<file path="config.mk">
export PLATFORM = sky130hd
export DESIGN_NAME = rs_encoder_stream_flat
export DESIGN_NICKNAME = d
export VERILOG_FILES = /design/src/rtl/rs_encoder_stream_pkg.sv /design/src/rtl/rs_encoder_stream_if.sv /design/src/rtl/rs_encoder_stream_gf_mul_const.sv /design/src/rtl/rs_encoder_stream.sv /design/src/flat_wrapper.sv
export SDC_FILE = /design/constraint.sdc
export NUM_CORES = 1
export LEC_CHECK = 0
export BUFFER_PORTS_ARGS = -buffer_cell sky130_fd_sc_hd__buf_4
export CAP_MARGIN = 20
export CORE_AREA = 2 2 158 145
export DETAILED_ROUTE_END_ITERATION = 7
export DIE_AREA = 0 0 160 147
export GPL_ROUTABILITY_DRIVEN = 1
export GPL_TIMING_DRIVEN = 0
export PLACE_DENSITY = 0.59
export SYNTH_ARGS = -nofsm -noshare
export SYNTH_HDL_FRONTEND = slang
export SYNTH_SLANG_ARGS = --single-unit
</file>
<file path="constraint.sdc">
create_clock -name clk -period 3.06 [get_ports clk]
set_clock_uncertainty 0.1 [all_clocks]
set_input_delay 0.153 -clock clk [delete_from_list [all_inputs] [get_ports clk]]
set_output_delay 0.153 -clock clk [all_outputs]
set_load 0.005 [all_outputs]
</file>
<file path="src/rtl/rs_encoder_stream_pkg.sv">
// Shared constants, state encoding and GF(2^8) helpers for the RS(255,239) encoder.
// The generator coefficients are derived at elaboration from PRIM_POLY and FCR.
package rs_pkg;

    localparam int         RS_N         = 255;
    localparam int         RS_K         = 239;
    localparam int         RS_NPAR      = 16;
    localparam int         RS_FCR       = 0;
    localparam logic [8:0] RS_PRIM_POLY = 9'h11D;

    typedef enum logic {
        ST_MSG = 1'b0,
        ST_PAR = 1'b1
    } rs_state_e;

    function automatic logic [7:0] gf_xtime(input logic [7:0] a);
        return {a[6:0], 1'b0} ^ (a[7] ? RS_PRIM_POLY[7:0] : 8'h00);
    endfunction

    function automatic logic [7:0] gf_mul(input logic [7:0] a, input logic [7:0] b);
        logic [7:0] acc;
        logic [7:0] sh;
        acc = 8'h00;
        sh  = a;
        for (int i = 0; i < 8; i++) begin
            if (b[i]) acc = acc ^ sh;
            sh = gf_xtime(sh);
        end
        return acc;
    endfunction

    // g(x) = prod (x + alpha^(FCR+i)), i = 0..NPAR-1; the monic x^16 term is implicit.
    function automatic logic [RS_NPAR-1:0][7:0] rs_gen_poly();
        logic [RS_NPAR:0][7:0] poly;
        logic [7:0]            root;
        poly    = '0;
        poly[0] = 8'h01;
        root    = 8'h01;
        for (int i = 0; i < RS_FCR; i++) root = gf_xtime(root);
        for (int i = 0; i < RS_NPAR; i++) begin
            for (int j = RS_NPAR; j >= 1; j--) poly[j] = poly[j-1] ^ gf_mul(poly[j], root);
            poly[0] = gf_mul(poly[0], root);
            root    = gf_xtime(root);
        end
        return poly[RS_NPAR-1:0];
    endfunction

    localparam logic [RS_NPAR-1:0][7:0] RS_G = rs_gen_poly();

endpackage

</file>
<file path="src/rtl/rs_encoder_stream_if.sv">
// Streaming bus of the RS encoder: message symbols in, codeword symbols out.
interface rs_encoder_stream_if;
    logic       in_valid;
    logic       in_ready;
    logic [7:0] in_data;
    logic       in_last;
    logic       out_valid;
    logic       out_ready;
    logic [7:0] out_data;
    logic       out_sop;
    logic       out_eop;
    logic       out_parity;
    logic       cw_done;

    modport master (
        output in_valid, in_data, in_last, out_ready,
        input  in_ready, out_valid, out_data, out_sop, out_eop, out_parity, cw_done
    );

    modport slave (
        input  in_valid, in_data, in_last, out_ready,
        output in_ready, out_valid, out_data, out_sop, out_eop, out_parity, cw_done
    );
endinterface

</file>
<file path="src/rtl/rs_encoder_stream_gf_mul_const.sv">
// Constant-by-variable GF(2^8) multiplier; with C fixed this folds to an XOR network.
module gf_mul_const
    import rs_pkg::*;
#(
    parameter logic [7:0] C = 8'h01
) (
    input  logic [7:0] i_a,
    output logic [7:0] o_p
);
    assign o_p = gf_mul(C, i_a);
endmodule

</file>
<file path="src/rtl/rs_encoder_stream.sv">
// Systematic RS(255,239) encoder: passes message symbols through, then appends 16 parity.
//   state  | meaning
//   ST_MSG | accepting message symbols, LFSR divides by g(x)
//   ST_PAR | shifting the 16 parity symbols out of the LFSR, input stalled
module rs_encoder_stream
    import rs_pkg::*;
(
    input logic                clk,
    input logic                reset,
    rs_encoder_stream_if.slave bus
);
    rs_state_e               r_state, w_state_nxt;
    logic [RS_NPAR-1:0][7:0] r_p, w_p_nxt;
    logic [7:0]              r_sym_cnt, w_sym_cnt_nxt;
    logic [3:0]              r_par_cnt, w_par_cnt_nxt;
    logic                    r_out_valid, w_out_valid_nxt;
    logic [7:0]              r_out_data, w_out_data_nxt;
    logic                    r_out_sop, w_out_sop_nxt;
    logic                    r_out_eop, w_out_eop_nxt;
    logic                    r_out_parity, w_out_parity_nxt;
    logic                    r_cw_done, w_cw_done_nxt;
    logic                    w_out_free;
    logic                    w_in_ready;
    logic [7:0]              w_fb;
    logic [7:0]              w_gfb [RS_NPAR];

    assign w_out_free = !r_out_valid || bus.out_ready;
    assign w_fb       = bus.in_data ^ r_p[RS_NPAR-1];

    for (genvar gi = 0; gi < RS_NPAR; gi++) begin : g_mul
        gf_mul_const #(.C(RS_G[gi])) u_mul (
            .i_a (w_fb),
            .o_p (w_gfb[gi])
        );
    end

    always_comb begin
        w_state_nxt      = r_state;
        w_p_nxt          = r_p;
        w_sym_cnt_nxt    = r_sym_cnt;
        w_par_cnt_nxt    = r_par_cnt;
        w_out_valid_nxt  = r_out_valid && !bus.out_ready;
        w_out_data_nxt   = r_out_data;
        w_out_sop_nxt    = r_out_sop;
        w_out_eop_nxt    = r_out_eop;
        w_out_parity_nxt = r_out_parity;
        w_cw_done_nxt    = r_out_valid && bus.out_ready && r_out_eop;
        w_in_ready       = 1'b0;

        unique case (r_state)
            ST_MSG: begin
                w_in_ready = w_out_free;
                if (bus.in_valid && w_out_free) begin
                    w_out_data_nxt   = bus.in_data;
                    w_out_valid_nxt  = 1'b1;
                    w_out_sop_nxt    = (r_sym_cnt == 8'd0);
                    w_out_eop_nxt    = 1'b0;
                    w_out_parity_nxt = 1'b0;
                    w_p_nxt[0]       = w_gfb[0];
                    for (int i = 1; i < RS_NPAR; i++) w_p_nxt[i] = r_p[i-1] ^ w_gfb[i];
                    w_sym_cnt_nxt    = r_sym_cnt + 8'd1;
                    // Length is capped at K regardless of in_last.
                    if (bus.in_last || r_sym_cnt == 8'(RS_K - 1)) begin
                        w_state_nxt   = ST_PAR;
                        w_par_cnt_nxt = 4'd0;
                    end
                end
            end
            ST_PAR: begin
                if (w_out_free) begin
                    w_out_data_nxt   = r_p[RS_NPAR-1];
                    w_out_valid_nxt  = 1'b1;
                    w_out_sop_nxt    = 1'b0;
                    w_out_parity_nxt = 1'b1;
                    w_out_eop_nxt    = (r_par_cnt == 4'(RS_NPAR - 1));
                    w_p_nxt          = {r_p[RS_NPAR-2:0], 8'h00};
                    w_par_cnt_nxt    = r_par_cnt + 4'd1;
                    if (r_par_cnt == 4'(RS_NPAR - 1)) begin
                        w_state_nxt   = ST_MSG;
                        w_sym_cnt_nxt = 8'd0;
                    end
                end
            end
            default: w_state_nxt = ST_MSG;
        endcase
    end

    always_ff @(posedge clk or negedge reset) begin
        if (!reset) begin
            r_state      <= ST_MSG;
            r_p          <= '0;
            r_sym_cnt    <= 8'd0;
            r_par_cnt    <= 4'd0;
            r_out_valid  <= 1'b0;
            r_out_data   <= 8'h00;
            r_out_sop    <= 1'b0;
            r_out_eop    <= 1'b0;
            r_out_parity <= 1'b0;
            r_cw_done    <= 1'b0;
        end else begin
            r_state      <= w_state_nxt;
            r_p          <= w_p_nxt;
            r_sym_cnt    <= w_sym_cnt_nxt;
            r_par_cnt    <= w_par_cnt_nxt;
            r_out_valid  <= w_out_valid_nxt;
            r_out_data   <= w_out_data_nxt;
            r_out_sop    <= w_out_sop_nxt;
            r_out_eop    <= w_out_eop_nxt;
            r_out_parity <= w_out_parity_nxt;
            r_cw_done    <= w_cw_done_nxt;
        end
    end

    assign bus.in_ready   = w_in_ready;
    assign bus.out_valid  = r_out_valid;
    assign bus.out_data   = r_out_data;
    assign bus.out_sop    = r_out_sop;
    assign bus.out_eop    = r_out_eop;
    assign bus.out_parity = r_out_parity;
    assign bus.cw_done    = r_cw_done;

endmodule

</file>
<file path="src/flat_wrapper.sv">
// flat-port wrapper written by rule: the top's interface ports become plain ports
module rs_encoder_stream_flat import rs_pkg::*;
  (clk, reset, bus_in_valid, bus_in_data, bus_in_last, bus_out_ready, bus_in_ready, bus_out_valid, bus_out_data, bus_out_sop, bus_out_eop, bus_out_parity, bus_cw_done);
  rs_encoder_stream_if bus_i ();
  input logic clk;
  input logic reset;
  input wire logic [$bits(bus_i.in_valid)-1:0] bus_in_valid;
  input wire logic [$bits(bus_i.in_data)-1:0] bus_in_data;
  input wire logic [$bits(bus_i.in_last)-1:0] bus_in_last;
  input wire logic [$bits(bus_i.out_ready)-1:0] bus_out_ready;
  output wire logic [$bits(bus_i.in_ready)-1:0] bus_in_ready;
  output wire logic [$bits(bus_i.out_valid)-1:0] bus_out_valid;
  output wire logic [$bits(bus_i.out_data)-1:0] bus_out_data;
  output wire logic [$bits(bus_i.out_sop)-1:0] bus_out_sop;
  output wire logic [$bits(bus_i.out_eop)-1:0] bus_out_eop;
  output wire logic [$bits(bus_i.out_parity)-1:0] bus_out_parity;
  output wire logic [$bits(bus_i.cw_done)-1:0] bus_cw_done;
  assign bus_i.in_valid = bus_in_valid;
  assign bus_i.in_data = bus_in_data;
  assign bus_i.in_last = bus_in_last;
  assign bus_i.out_ready = bus_out_ready;
  assign bus_in_ready = bus_i.in_ready;
  assign bus_out_valid = bus_i.out_valid;
  assign bus_out_data = bus_i.out_data;
  assign bus_out_sop = bus_i.out_sop;
  assign bus_out_eop = bus_i.out_eop;
  assign bus_out_parity = bus_i.out_parity;
  assign bus_cw_done = bus_i.cw_done;
  rs_encoder_stream u_core (.clk(clk), .reset(reset), .bus(bus_i));
endmodule
</file>
==> results.sh <==
export IMPL_status="complete, no violations"
export IMPL_cts_sinks=154
export IMPL_synth_top_family_by_area="XOR/XNOR gates"
export IMPL_syn_inst=920
export IMPL_drc=0
export IMPL_io_buffers=26
export IMPL_nets=993
export IMPL_start_util_pct=42.2
export IMPL_fmax_mhz=343
export IMPL_rsz0062_at_grt="false"
export IMPL_cp_max_fo=10
export IMPL_cts_clk_slew_worst_paths_ns=0.06
export IMPL_cts_root_buf="clkbuf_16"
export IMPL_max_cap_viol_count=0
export IMPL_drt_initial_drc_count=686
export IMPL_wl_per_cell_um=22.7
export IMPL_drt_vias_per_instance=5.61
export IMPL_io_pins=27
export IMPL_worst_setup_path_start_kind="flip-flop"
export IMPL_syn_nets=937
export IMPL_dp_hpwl_mm=20.3
export IMPL_final_layout_size_suffix_gt1_share_pct=9.52
export IMPL_ys_warn_count=0
export IMPL_synth_mux_area_share_pct=1.40
export IMPL_die_area_um2=23500
export IMPL_worst_setup_path_end_kind="output port"
export IMPL_synthArstFlopShare_pct=100
export IMPL_synth_area_um2=9280
export IMPL_vias=7200
export IMPL_setup_viol=0
export IMPL_worstPathArrival_ns=2.67
export IMPL_min_period_ns=2.92
export IMPL_synthAdderAreaFrac_pct=0.539
export IMPL_dr_pass1_iters=6
export IMPL_worstSetupPathType="reg -> out"
export IMPL_ys_seq_elements=154
export IMPL_min_path_type="in -> reg"
export IMPL_final_area_um2=10600
export IMPL_clock_path_buffers=2
export IMPL_final_antenna_net_count=0
export IMPL_grtUsageTotal_pct=25.5
export IMPL_cts_tree="built"
export IMPL_grt_pass1_vias=6964
export IMPL_placementRows=52
export IMPL_synth_edf_count=0
export IMPL_antenna_found_initial=0
export IMPL_grt_overflow_total=0
export IMPL_yosys_area_share_xor_xnor_pct=25.1
export IMPL_grt_max_degree=92
export IMPL_avgSynthCellArea_um2=10.1
export IMPL_die_x_um=160
export IMPL_placed_cell_area_um2=9890
export IMPL_grt_pass1_wl_mm=44.2
export IMPL_synth_compound_area_share_pct=13.3
export IMPL_tns_ns=0
export IMPL_cts_setup_buffers=0
export IMPL_post_route_util_pct=48.2
export IMPL_fillerInstances=2113
export IMPL_slew_viol_final=0
export IMPL_fp_dieH_um=147
export IMPL_htree_levels=4
export IMPL_synth_main_ff_cell="dfrtp_1"
export IMPL_drt_total_wl_mm=29.1
export IMPL_hold_viol=0
export IMPL_synth_distinct_cells=47
export IMPL_finalCritPeriodShare_pct=95.4
export IMPL_area_growth_pct=14.3
export IMPL_cp_data_required_time_ns=2.81
export IMPL_slew_headroom_pct=29.2
export IMPL_numCtsBuffers=17
export IMPL_worst_slew_pin_slew_ns=1.06
export IMPL_ys_seq_area_share_pct=41.5
export IMPL_clkLatencyLatePin_ns=0.43
export IMPL_yosys_area_share_simple_pct=15.2
export IMPL_core_area_um2=22000
export IMPL_diodes=0
export IMPL_routabilityCongestion=0.911
==> state kept, by name (all words and copies together) (netlist names) <==
register and flops:
u_core.bus.out_data 8, u_core.r_p 128, u_core.r_state 1, u_core.r_par_cnt 4, u_core.bus.out_sop 1, u_core.bus.out_parity 1
u_core.bus.out_eop 1, u_core.bus.cw_done 1, u_core.r_sym_cnt 8, u_core.bus.out_valid 1
==> cell usage in the layout (no fill, tap or decap), drive strengths merged, types with 6 or more instances in the layout <==
| master | Yosys | routed |
|---|---|---|
| xnor2 | 98 | 98 |
| xnor3 | 42 | 42 |
| a21oi | 16 | 16 |
| o211ai | 9 | 9 |
| o21ai | 108 | 108 |
| dlygate4sd3 | 0 | 10 |
| buf | 15 | 43 |
| or3 | 65 | 65 |
| xor2 | 25 | 25 |
| dfrtp | 154 | 154 |
| nand3 | 12 | 12 |
| nor2 | 122 | 122 |
| mux2i | 13 | 13 |
| a21boi | 6 | 6 |
| a31oi | 62 | 62 |
| nand2b | 8 | 8 |
| nand2 | 71 | 71 |
| clkbuf | 46 | 67 |
==> critical path, cell delays in order, from the launching register on <==
cell      delay, ns
dfrtp_1        0.66
clkbuf_2       0.39
buf_2          0.37
clkbuf_1       0.50
nor2_1         0.14
buf_4          0.16
==> repair_timing <==
action | in CTS | in global routing
endpoints found under the setup margin | 130 | 26
resized for setup | 6 | 4
hold buffers | 10 | 0
hold endpoints to repair | 72 | 0
==> path summary, 6_finish.rpt <==
path | start | end | slack (ns) | depth (start not counted)
worst max-delay path | u_core.r_state$_DFF_PN0_ | bus_in_ready | 0.14 | 5
worst min-delay path | bus_in_data[7] | u_core.bus.out_data[7]$_DFFE_PN0P_ | 0.02 | 3
worst max register to register | u_core.r_state$_DFF_PN0_ | u_core.r_p[30]$_DFFE_PN0P_ | 0.15 | 5
worst min register to register | u_core.bus.out_data[0]$_DFFE_PN0P_ | u_core.bus.out_data[0]$_DFFE_PN0P_ | 0.38 | 2
max in group asynchronous | reset | u_core.r_p[48]$_DFFE_PN0P_ | 1.84 | 3
min in group asynchronous | reset | u_core.bus.out_data[5]$_DFFE_PN0P_ | 0.15 | 2
==> logic make-up after synthesis <==
logic type	Yosys count
XOR/XNOR	166
flip-flops	154
multiplexers	13
buffers and inverters	66
AO/OA/AOI/OAI	214
adder cells (fa/ha/maj)	4
AND/OR/NAND/NOR	303
==> metal layers <==
layer	wire (um)	track usage, %	vias to the layer above
li1	-	-	3314
met1	13200	37.0	3546
met2	12400	36.7	287
met3	2500	6.89	53
met4	954	9.50	0
met5	0	0	-
==> synthesized netlist by cell type (all sizes together), types with 3 or more instances <==
| cell | instances | area, um^2 |
|---|---|---|
| nand3 | 12 | 60.1 |
| o21ai | 108 | 541 |
| or3 | 65 | 407 |
| nand2b | 8 | 50.1 |
| dfrtp | 154 | 3850 |
| mux2i | 13 | 130 |
| clkbuf | 46 | 173 |
| and2 | 3 | 18.8 |
| nor3b | 5 | 37.5 |
| and3 | 5 | 31.3 |
| xnor2 | 98 | 1030 |
| xor2 | 25 | 332 |
| xnor3 | 42 | 946 |
| o211ai | 9 | 67.6 |
| inv | 4 | 15.0 |
| ha | 4 | 50.1 |
| nor4 | 3 | 18.8 |
| buf | 15 | 83.8 |
| a31oi | 62 | 388 |
| a21boi | 6 | 45.1 |
| nor2 | 122 | 458 |
| nand2 | 71 | 267 |
| nand4 | 4 | 25.0 |
| o31a | 5 | 43.8 |
| a221oi | 3 | 26.3 |
| a21oi | 16 | 80.1 |
==> final cells by class <==
cell class / count / area [um^2] / share of cell area [%]
plain buffers: 60 / 262 / 2.46
clock buffers: 22 / 454 / 4.28
clock inverters: 8 / 145 / 1.37
inverters: 5 / 18.8 / 0.177
multi-input cells: 700 / 5160 / 48.7
flip-flops and latches: 154 / 3850 / 36.3
well taps: 297 / 372 / 3.50
repair buffers: 38 / 342 / 3.22
==> metrics by stage <==
stage,cells,hold WS [ns],setup WS (ns)
floorplan,920,-0.243,0.651
global placement,1243,0.289,-0.420
detailed placement,1245,0.0394,-0.427
CTS,1284,0.0267,0.0638
global route,1284,0.0347,0.0529
finish,1284,0.0223,0.141
Power is left out: the tool's default activity adds up to more than one toggle a clock period on the data nets, which glitch-free logic cannot reach.
